==> config.mk <==
export PLATFORM = sky130hd
export DESIGN_NAME = srl_fifo
export DESIGN_NICKNAME = d
export VERILOG_FILES = /design/src/rtl/srl_fifo_pkg.sv /design/src/rtl/srl_mem.sv /design/src/rtl/srl_fifo.sv
export SDC_FILE = /design/constraint.sdc
export NUM_CORES = 1
export LEC_CHECK = 0
export BUFFER_PORTS_ARGS = -buffer_cell sky130_fd_sc_hd__buf_4
export CORE_MARGIN = 3
export CORE_UTILIZATION = 39
export CTS_CLUSTER_DIAMETER = 150
export DETAILED_ROUTE_END_ITERATION = 10
export GPL_TIMING_DRIVEN = 0
export PLACE_DENSITY_LB_ADDON = 0.05
export SYNTH_ARGS = -nofsm -noshare
export SYNTH_HDL_FRONTEND = slang
export SYNTH_SLANG_ARGS = --single-unit
==> constraint.sdc <==
create_clock -name clk -period 22.7 [get_ports clk]
set_clock_uncertainty 0.1 [all_clocks]
set_input_delay 3.405 -clock clk [delete_from_list [all_inputs] [get_ports clk]]
set_output_delay 3.405 -clock clk [all_outputs]
set_load 0.05 [all_outputs]
==> src/rtl/srl_fifo_pkg.sv <==
// Shared sizing defaults and the per-edge operation encoding for the
// shift-register FIFO and its storage array.
package srl_fifo_pkg;

   localparam int DATA_WIDTH         = 16;
   localparam int SRL_FIFO_DEPTH     = 32;
   localparam int SRL_FIFO_AF_MARGIN = 4;

   // Combination of accepted write / read on one enabled edge.
   typedef enum logic [1:0] {
      OP_IDLE = 2'b00,
      OP_RD   = 2'b01,
      OP_WR   = 2'b10,
      OP_RW   = 2'b11
   } fifo_op_e;

endpackage

==> src/rtl/srl_mem.sv <==
// Clock-enabled shift array with a combinational addressed tap.
// Deliberately has no reset, so it can map onto SRL primitives.
module srl_mem
   import srl_fifo_pkg::*;
#(
   parameter int WIDTH = 2 * DATA_WIDTH,
   parameter int DEPTH = SRL_FIFO_DEPTH,
   parameter int AW    = $clog2(DEPTH)
) (
   input  logic             clk,
   input  logic             ce,
   input  logic             shift,
   input  logic [WIDTH-1:0] din,
   input  logic [AW-1:0]    addr,
   output logic [WIDTH-1:0] q
);

   logic [WIDTH-1:0] mem [DEPTH];

   // Newest word enters at index 0; everything else moves one place deeper.
   always_ff @(posedge clk) begin
      if (ce && shift) begin
         mem[0] <= din;
         for (int i = 1; i < DEPTH; i++) begin
            mem[i] <= mem[i-1];
         end
      end
   end

   assign q = mem[addr];

endmodule

==> src/rtl/srl_fifo.sv <==
// Shift-register FIFO: occupancy counter, accept logic, registered read
// port, level flags and sticky error flags around a single srl_mem.
// The oldest word always sits at index count-1, so no wrapping pointers.
module srl_fifo
   import srl_fifo_pkg::*;
#(
   parameter int WIDTH    = 2 * DATA_WIDTH,
   parameter int DEPTH    = SRL_FIFO_DEPTH,
   parameter int AW       = $clog2(DEPTH),
   parameter int AF_LEVEL = DEPTH - SRL_FIFO_AF_MARGIN
) (
   input  logic             clk,
   input  logic             rst_n,
   input  logic             ce,
   input  logic             wr_en,
   input  logic [WIDTH-1:0] din,
   input  logic             rd_en,
   output logic [WIDTH-1:0] dout,
   output logic             dout_valid,
   output logic             full,
   output logic             empty,
   output logic             almost_full,
   output logic [AW:0]      count,
   output logic             ovf,
   output logic             udf
);

   localparam logic [AW:0] DEPTH_C = DEPTH[AW:0];
   localparam logic [AW:0] AF_C    = AF_LEVEL[AW:0];
   localparam logic [AW:0] ONE_C   = {{AW{1'b0}}, 1'b1};

   logic             wr_acc;
   logic             rd_acc;
   fifo_op_e         op;
   logic [AW:0]      count_nxt;
   logic [AW:0]      count_m1;
   logic [AW-1:0]    rd_addr;
   logic [WIDTH-1:0] mem_q;

   assign wr_acc   = wr_en & ~full;
   assign rd_acc   = rd_en & ~empty;
   assign op       = fifo_op_e'({wr_acc, rd_acc});
   // When empty this wraps to all ones, but rd_acc is low so it is never used.
   assign count_m1 = count - ONE_C;
   assign rd_addr  = count_m1[AW-1:0];

   srl_mem #(
      .WIDTH (WIDTH),
      .DEPTH (DEPTH),
      .AW    (AW)
   ) u_mem (
      .clk   (clk),
      .ce    (ce),
      .shift (wr_acc),
      .din   (din),
      .addr  (rd_addr),
      .q     (mem_q)
   );

   // Next occupancy; a simultaneous read and write leaves it unchanged.
   always_comb begin
      count_nxt = count;
      unique case (op)
         OP_WR:   count_nxt = count + ONE_C;
         OP_RD:   count_nxt = count_m1;
         default: count_nxt = count;
      endcase
   end

   // Occupancy and level flags, all registered from the same next count.
   always_ff @(posedge clk or negedge rst_n) begin
      if (!rst_n) begin
         count       <= '0;
         full        <= 1'b0;
         empty       <= 1'b1;
         almost_full <= (AF_C == '0);
      end else if (ce) begin
         count       <= count_nxt;
         full        <= (count_nxt == DEPTH_C);
         empty       <= (count_nxt == '0);
         almost_full <= (count_nxt >= AF_C);
      end
   end

   // Read port: the tap is taken before the shift, so it is the pre-edge oldest word.
   always_ff @(posedge clk or negedge rst_n) begin
      if (!rst_n) begin
         dout       <= '0;
         dout_valid <= 1'b0;
      end else if (ce) begin
         dout_valid <= rd_acc;
         if (rd_acc) begin
            dout <= mem_q;
         end
      end
   end

   // Sticky error flags; only a reset clears them.
   always_ff @(posedge clk or negedge rst_n) begin
      if (!rst_n) begin
         ovf <= 1'b0;
         udf <= 1'b0;
      end else if (ce) begin
         ovf <= ovf | (wr_en & full);
         udf <= udf | (rd_en & empty);
      end
   end

endmodule

Word level (Yosys, flattened, before mapping)

Memory sizes are Yosys's and may differ from the RTL's. A register that Yosys moved wholly into a read port is not among the register bits.
Index checks and enable logic that the tools add are counted.

Memory bits (writable): 1,024
Memories kept: 1
Bits of input ports: 37
Output and inout port bits: 44
Word-level logic and storage cells: 29
Flip-flop bits (word level): 12

Bitwise operators: 8
Reductions and logical operators: 4
Magnitude comparators: 1
Add/sub/neg operators: 2
Equal/unequal tests: 3
Mux-type cells: 3

Memories:

| name      | words | bits a word | read ports | clocked after memory_dff | write ports | RTL line      | RTL |
|---|---|---|---|---|---|---|---|
| u_mem.mem | 32    | 32          | 32         | 1                        | 32          | srl_mem.sv:18 | `logic [WIDTH-1:0] mem [DEPTH];` |

Operators with widths:

| kind                  | count |
|---|---|
| $pmux W6 S2           | 1 |
| $add A6 B1 Y6 const B | 1 |
| $eq A6 B6 Y1 const B  | 1 |
| $ge A6 B5 Y1 const B  | 1 |
| $logic_not A6 Y1      | 1 |
| $sub A6 B1 Y6 const B | 1 |
| $and A1 B1 Y1         | 4 |
| $eq A2 B1 Y1 const B  | 1 |
| $eq A2 B2 Y1 const B  | 1 |
| $mux W1               | 2 |
| $not A1 Y1            | 2 |
| $or A1 B1 Y1          | 2 |
| $reduce_and A2 Y1     | 1 |
| $logic_and A1 B1 Y1   | 1 |
| $logic_not A1 Y1      | 1 |

Logic depth before layout (Yosys ltp)

Gate-level depths: netlist of the first run.

Depth in word-level cells: 5
Depth in mapped cells: 12
Depth with buffers taken out: 9

Cells and area by module

Synthesis of the first run repeated with hierarchy kept, for this count alone.

Cells, all modules: 2,346
Area, all modules: 41,702.5 um^2

Modules (own cells, without submodules):

| module   | times used | seq. area each (um^2) | cells each | area each (um^2) |
|---|---|---|---|---|
| srl_mem  | 1          | 30,749.5              | 2,183      | 39,641.8 |
| srl_fifo | 1          | 1,102.3               | 163        | 2,060.7 |

Worst setup path before layout of the first run

Ideal clock, no wire load.

Path type: input to register
Start point: in ce
End point: mem u_mem.mem[0][0] (netlist bit), enable pin
Arrival: 26,866 ps
Stages on the path: 3
Path slack: -5,790 ps
Setup time: 1,524 ps
Data required time: 21,076 ps
Buffers on the path: 2
Cell sequence: clkbuf_1 > clkbuf_1 > and2_1

RTL lines:

| what        | RTL line       | RTL |
|---|---|---|
| from (decl) | srl_fifo.sv:14 | `input logic ce,` |
| to (decl)   | srl_mem.sv:18  |  |

==> key figures, run 1 <==
STA
  • Period utilisation layout: between 30% and 40%
  • # setup viols final: 0
  • Final Critical Period: around 8.8 ns
  • Setup TNS: 0 ns
  • Tightest Pin Transition: 1.11 ns
  • Slew headroom: between 20% and 30%
  • FMAX: 114 MHz
  • Final Max Tran Viols: 0
  • RSZ-0062 raised after global routing: no
  • Final hold vios: 0

Placed design
  • GPL Wtd Cong: 0.738
  • PortBufs: 79
  • Detail Placement HPWL: 56700 um
  • Placed inst area: 0.0439 mm2

Route
  • Vias: between 15k and 20k
  • DRT iter0 DRCs: approximately 1.7k
  • DRC: 0
  • First-pass DRT Iterations: 5
  • DRT Wirelength: 83600 um
  • Vias per cell: 5.17
  • Post-DR wirelength/cell: 22.6 um
  • Post-route ant nets: 0

Floorplanning
  • Die Wd: 331 um
  • Die H: 331 um
  • Row Count: about 120
  • Die area: between 0.1 and 0.15 mm2
  • I/O pin count: 81
  • Starting Density: between 30% and 40%
  • Core area: 0.104 mm2

CTS
  • Setup Buffers After CTS: 0
  • CTS Sinks: 1068
  • Clk Latency, worst-skew pair: 0.67 ns
  • CTS tree: built
  • Clock transition at the registers of the reported paths: 0.06 ns
  • CTS buffer count: about 110
  • CTS max path bufs: 3
  • H-tree depth: 3
  • Hold-fix buffers, CTS: 0
  • CTS Root Cell: clkbuf_16
  • Resized Gates After CTS: 0

Global routing
  • Pin count of the biggest net entering global routing: 76
  • First-pass GRT wire length: roughly 130000 um
  • GRT Util Overall: 15.5%
  • Vias in the first global route: ~20k
  • Initial antenna violation count: 1
  • GRT overflow: 0

Power
  • Power share of the combinational group: 33.3%
  • Power consumption: 6520 uW
  • Switching fraction of total power: between 30% and 40%
  • PwrDens: 137 mW/mm2
  • Net switching power figure: between 2000 and 2500 uW
  • VDD IR max: slightly above 0.00007 V
  • Internal Power: roughly 4300 uW
  • Clk network pwr share: 28.0%
  • Flop pwr share: between 30% and 40%
  • Static Leak: 0.0157 uW

Min path
  • Tightest Hold Check Type: flip-flop to flip-flop
  • HP Start: u_mem.mem[2][31]
  • WHS Endpoint: u_mem.mem[3][31]
  • Hold Path Cell Cnt: 0

Run status
  • Outcome: completed

Critical path
  • R2r startpoint: full
  • Crit path DAT: roughly 9 ns
  • Req. time, crit path: ~23 ns
  • Cell family with most CP delay: buffers and inverters
  • Cells on worst reg2reg path: 15
  • CP Max Fanout: 75
  • Crit-path slowest cell: and2_4
  • Crit start category: input port
  • Crit path cell chain: clkbuf_1 > clkbuf_1 > and2_4 > buf_16 > buf_16 > buf_12 > buf_16 > buf_16 > buf_16 > buf_16 > buf_12 > buf_16 > buf_16 > buf_12 > buf_12
  • R2R Setup Slk: around 17 ns
  • CP endpoint kind: flip-flop
  • Largest stage delay on the critical path: approximately 0.85 ns
  • Buffers & Inverters on Critical Path: 14
  • Crit Reg-Reg Endpoint: u_mem.mem[1][22]
  • Crit-path most repeated cell: buf_16
  • Crit path kind: input port to flip-flop

Synthesis
  • Post-synth EDFFs: approximately 1.0k
  • Area leader, netlist: edfxtp_1
  • FF+latch count, synth: 1068
  • Syn Area/Cell: 20.5 um2
  • Yosys top cell area share: 74.8%
  • Synth warn: 0
  • Async SR Flop Fraction: 4.12%
  • Ys flop type: edfxtp_1
  • Yosys cell types: 50
  • Area contributors post-synth: edfxtp_1, mux4_2, dfrtp_1, nand2_1, nor2b_1
  • Mapped Area: 0.0411 mm2
  • Syn Inst Count: 2008
  • Mapped Nets: between 2k and 2.5k
  • Seq/Total Area, Yosys: ~77%

Finish
  • # nets final: 2260
  • Share of layout cells above drive strength 1: 25.3%
  • Area grow syn2layout: 15.6%
  • N_diodes: 0
  • Final Instance Area: 0.0476 mm2

Run
  • Max-cap viol count: 0
[worst max-delay path by stage]
stage / cells after the start / endpoint / startpoint
floorplan: 3 / u_mem.mem[0][0] / ce
global placement: 3 / u_mem.mem[0][20] / ce
detailed placement: 15 / u_mem.mem[0][20] / ce
CTS: 15 / u_mem.mem[0][20] / ce
global route: 15 / u_mem.mem[3][19] / ce
finish: 15 / u_mem.mem[1][22] / ce
[cell usage in the layout, fill, tap and decap left out, types with 10 or more instances in the layout]
cell       Yosys  final
clkbuf_1      45     70
buf_1         13     13
nand2_1      259    259
nor2_1        10     10
o21ai_0       39     39
buf_4         13     92
clkbuf_16      0    116
inv_1         42     42
edfxtp_1    1024   1024
nor2b_1       66     66
o31ai_1       31     31
mux4_2       256    256
dfrtp_1       43     43
buf_2         30     30
buf_16         0     12
clkinv_2       0     28
nor4_1        33     33
o22ai_1       33     33
bufinv_16      0     12
clkinv_1       0     21
[cells by family after synthesis]
family	count (synthesis)	synth area share [%]
flip-flops	1068	77.5
AND/OR/NAND/NOR	393	4.36
multiplexers	262	14.2
buffers and inverters	149	1.68
AO/OA/AOI/OAI	128	2.06
XOR/XNOR	4	0.140
adder cells (fa/ha/maj)	4	0.122
[stage by stage]
stage,setup slack (ns),hold slack [ns],cells,util (%)
detailed placement,13.02,0.327,3484,42.2
global placement,0.999,0.323,3467,41.7
floorplan,5.70,0.321,2008,-
global route,13.28,0.342,3695,45.7
finish,13.89,0.338,3695,45.7
CTS,13.73,0.340,3695,45.7
[per-layer routing]
layer | vias to the layer above | track usage, % | wire length, um | share of wire [%]
met2 | 407 | 23.7 | 38600 | 46
met1 | 10000 | 23.1 | 39800 | 48
met5 | - | 0 | 0 | 0
li1 | 8584 | - | - | -
met4 | 0 | 4.15 | 1590 | 1.9
met3 | 128 | 2.42 | 3620 | 4.3
[power groups by stage]
stage | registers (uW) | logic, uW | clock network [uW]
CTS | 2520 | 2240 | 1900
global placement | 2690 | 2200 | 0
global route | 2540 | 2380 | 1970
finish | 2520 | 2170 | 1830
detailed placement | 2560 | 2230 | 0
floorplan | 2730 | 1350 | 0
[final cells by class]
class | count | area (um2)
Tap cell | 1380 | 1730
Clock buffer | 145 | 3050
Timing Repair Buffer | 96 | 1020
Inverter | 42 | 158
Fill cell | 8823 | 56500
Sequential cell | 1068 | 31900
Buffer | 107 | 533
Multi-Input combinational cell | 791 | 8580
Clock inverter | 66 | 627
[registers in the layout, summed over array words and instances (netlist names)]
name,count
almost_full,1
count,6
dout,32
dout_valid,1
empty,1
full,1
ovf,1
u_mem.mem,1024
udf,1
[synth_stat cells, drive strengths merged, types with 3 or more instances]
cell and instances:
dfrtp 43, o22ai 33, nor2 10, mux2 4
o21ai 41, mux4 256, o31ai 31, nand3 4
nor3 5, a21oi 5, clkbuf 45, ha 4
nand2b 6, inv 42, nor2b 66, edfxtp 1024
nor4 33, xnor2 3, nand2 259, buf 62
and2 4
Power figures use the tool's default switching activity.
==> run 2, diff against run 1 <==
--- a/config.mk
+++ b/config.mk
@@ -5,6 +5,7 @@
 export SDC_FILE = /design/constraint.sdc
 export NUM_CORES = 1
 export LEC_CHECK = 0
+export ABC_AREA = 1
 export BUFFER_PORTS_ARGS = -buffer_cell sky130_fd_sc_hd__buf_4
 export CORE_MARGIN = 3
 export CORE_UTILIZATION = 39
==> constraint.sdc (replaced) <==
create_clock -name clk -period 8.37 [get_ports clk]
set_clock_uncertainty 0.1 [all_clocks]
set_input_delay 1.2555 -clock clk [delete_from_list [all_inputs] [get_ports clk]]
set_output_delay 1.2555 -clock clk [all_outputs]
set_load 0.05 [all_outputs]
==> key figures, run 2 <==
Route
  • DRT iter0 DRCs: between 2k and 2.5k
  • Vias per cell: a little under 5
  • Post-DR wirelength/cell: 20.5 um
  • Vias: 26.1k
  • DRT Wirelength: 112000 um
  • DRC: 0
  • First-pass DRT Iterations: 5
  • Post-route ant nets: 0

Synthesis
  • Syn Inst Count: 3624
  • Mux contribution to synthesized area: 0%
  • Synth Area in Compound Gates: less than 1%
  • FF+latch count, synth: 1068
  • Area contributors post-synth: edfxtp_1, nand2_1, nand3_1, dfrtp_1, buf_2
  • Async SR Flop Fraction: 4.12%
  • Post-Synth XOR/XNOR Area: 0%
  • Seq/Total Area, Yosys: 74.1%
  • Most instantiated cells after synthesis: nand2_1, edfxtp_1, nand3_1, buf_2, dfrtp_1
  • Largest family of logic cells by synthesized area: simple AND/OR/NAND/NOR gates
  • Mapped Area: approximately 0.043 mm2
  • Post-synth EDFFs: 1024
  • Area leader, netlist: edfxtp_1
  • Mapped Nets: 3665
  • Yosys cell types: 24
  • Synth Area in Adders: 0.116%
  • Synth warn: 0
  • Most frequent cell after synthesis: nand2_1
  • Simple-Gate Fraction of Synth Area: 22.6%
  • Syn Area/Cell: 11.9 um2
  • Yosys top cell area share: 71.5%
  • Ys flop type: edfxtp_1

CTS
  • Clock transition at the registers of the reported paths: about 0.06 ns
  • Hold-fix buffers, CTS: 0
  • H-tree depth: 3
  • CTS Root Cell: clkbuf_16
  • Setup Buffers After CTS: 0
  • Clk Latency, worst-skew pair: 0.70 ns
  • CTS buffer count: 117
  • Resized Gates After CTS: 0
  • CTS max path bufs: 3
  • CTS Sinks: 1068
  • CTS tree: built

Critical path
  • Req. time, crit path: between 8 and 9 ns
  • Cells on worst reg2reg path: 16
  • Largest stage delay on the critical path: about 0.66 ns
  • CP Max Fanout: 11
  • Crit path DAT: 4.88 ns
  • CP endpoint kind: flip-flop
  • Crit-path most repeated cell: nand3_1
  • Crit start category: flip-flop
  • Crit-path slowest cell: buf_1
  • Crit path kind: flip-flop to flip-flop
  • Crit path cell chain: buf_2 > inv_2 > buf_6 > buf_6 > buf_4 > ha_1 > buf_2 > buf_2 > buf_1 > nand3_1 > nand3_1 > nand2_1 > nand2_1 > nand3_1 > nand3_1 > nand2_1

Floorplanning
  • Die Wd: 338 um
  • Starting Density: 39.4%
  • I/O pin count: 81
  • Die H: 338 um
  • Row Count: 121
  • Core area: 0.109 mm2
  • Die area: 0.114 mm2

Placed design
  • GPL Wtd Cong: slightly below 0.8
  • Detail Placement HPWL: roughly 80000 um
  • PortBufs: 80
  • Placed inst area: approximately 0.046 mm2

Run status
  • Outcome: completed

Finish
  • Share of layout cells above drive strength 1: 12.7%
  • Max reg flops: between 1k and 1.5k
  • Final Instance Area: 0.0500 mm2
  • FF+latch area: 0.0319 mm2
  • Regs by FF count: u_mem.mem: 1024 flops, dout: 32 flops, count: 6 flops
  • Area grow syn2layout: 16.3%
  • # nets final: 3901
  • Most frequent cells in the layout: nand2_1, edfxtp_1, nand3_1
  • Multi-input logic area: 0.00986 mm2
  • Post-Route Utilization: 45.8%
  • Commonest non-fill, non-tap cell in the layout: nand2_1
  • Fill count: 10.2k
  • Biggest register: u_mem.mem

Run
  • Max-cap viol count: 0

STA
  • Setup TNS: 0 ns
  • # setup viols final: 0
  • FMAX: 228 MHz
  • Final hold vios: 0
  • Tightest Pin Transition: 1.01 ns
  • Final Critical Period: between 4 and 5 ns
  • Period utilisation layout: 52.5%
  • Final Max Tran Viols: 0
  • RSZ-0062 raised after global routing: no
  • Slew headroom: 32.8%

Power
  • PwrDens: 417 mW/mm2
  • Static Leak: 0.0189 uW
  • Power consumption: 20900 uW
  • VDD IR max: 0.000191 V

Min path
  • Hold Path Cell Cnt: 0
  • Tightest Hold Check Type: flip-flop to flip-flop

Global routing
  • Vias in the first global route: 26.5k
  • GRT overflow: 0
  • Initial antenna violation count: 5
  • First-pass GRT wire length: about 170000 um
  • Pin count of the biggest net entering global routing: 45
  • GRT Util Overall: 19.6%
run 2: power by group:
| part | total [uW] | switching [uW] | internal, uW |
|---|---|---|---|
| logic | 8880 | 6440 | 2430 |
| clock network | 5000 | 2100 | 2900 |
| registers | 6990 | 320 | 6670 |
run 2: final cells by class:
cell class              count  area share (%)
diodes                      2          0.0100
plain buffers             229            2.47
clock buffers             157            6.53
clock inverters            67           0.946
inverters                  19           0.173
multi-input cells        2308            19.7
flip-flops and latches   1068            63.7
well taps                1476            3.69
repair buffers            117            2.77
run 2: cell families (layout without fill, tap and decap cells):
family,Yosys count,in the layout
other cells,0,2
flops,1068,1068
buf+inv,248,589
compound gates,12,12
simple gates,2292,2292
fa+ha+maj,4,4
run 2: final timing paths:
kind | start | end | slack, ns
worst max-delay path | count[0] | dout[10] | 3.98
worst min-delay path | u_mem.mem[27][24] | u_mem.mem[28][24] | 0.34
worst max register to register | count[0] | dout[10] | 3.98
worst min register to register | u_mem.mem[27][24] | u_mem.mem[28][24] | 0.34
max in group asynchronous | rst_n | dout[19] | 7.10
min in group asynchronous | rst_n | dout[9] | 0.51
run 2: metal layers:
layer / GRT usage, % / wire length, um / up-vias
li1: - / - / 13200
met1: 26.8 / 50400 / 12200
met2: 32.5 / 53700 / 539
met3: 3.34 / 4850 / 168
met4: 5.40 / 2810 / 4
met5: 0 / 26 / -
run 2: per-stage QoR:
step	instances	setup WS, ns	hold slack, ns
2_1_floorplan	3624	-8.67	0.327
3_3_place_gp	5180	-16.29	0.327
3_5_place_dp	5217	3.85	0.332
4_1_cts	5441	3.83	0.340
5_1_grt	5441	3.70	0.348
6_report	5443	3.98	0.337
run 2: worst max-delay path, delay by kind of cell, from the launching register on:
kind / cells / cell delay [ns]
flip-flops: 1 / 0.39
adder cells (fa/ha/maj): 1 / 0.30
AND/OR/NAND/NOR: 7 / 0.95
buffers and inverters: 8 / 2.51
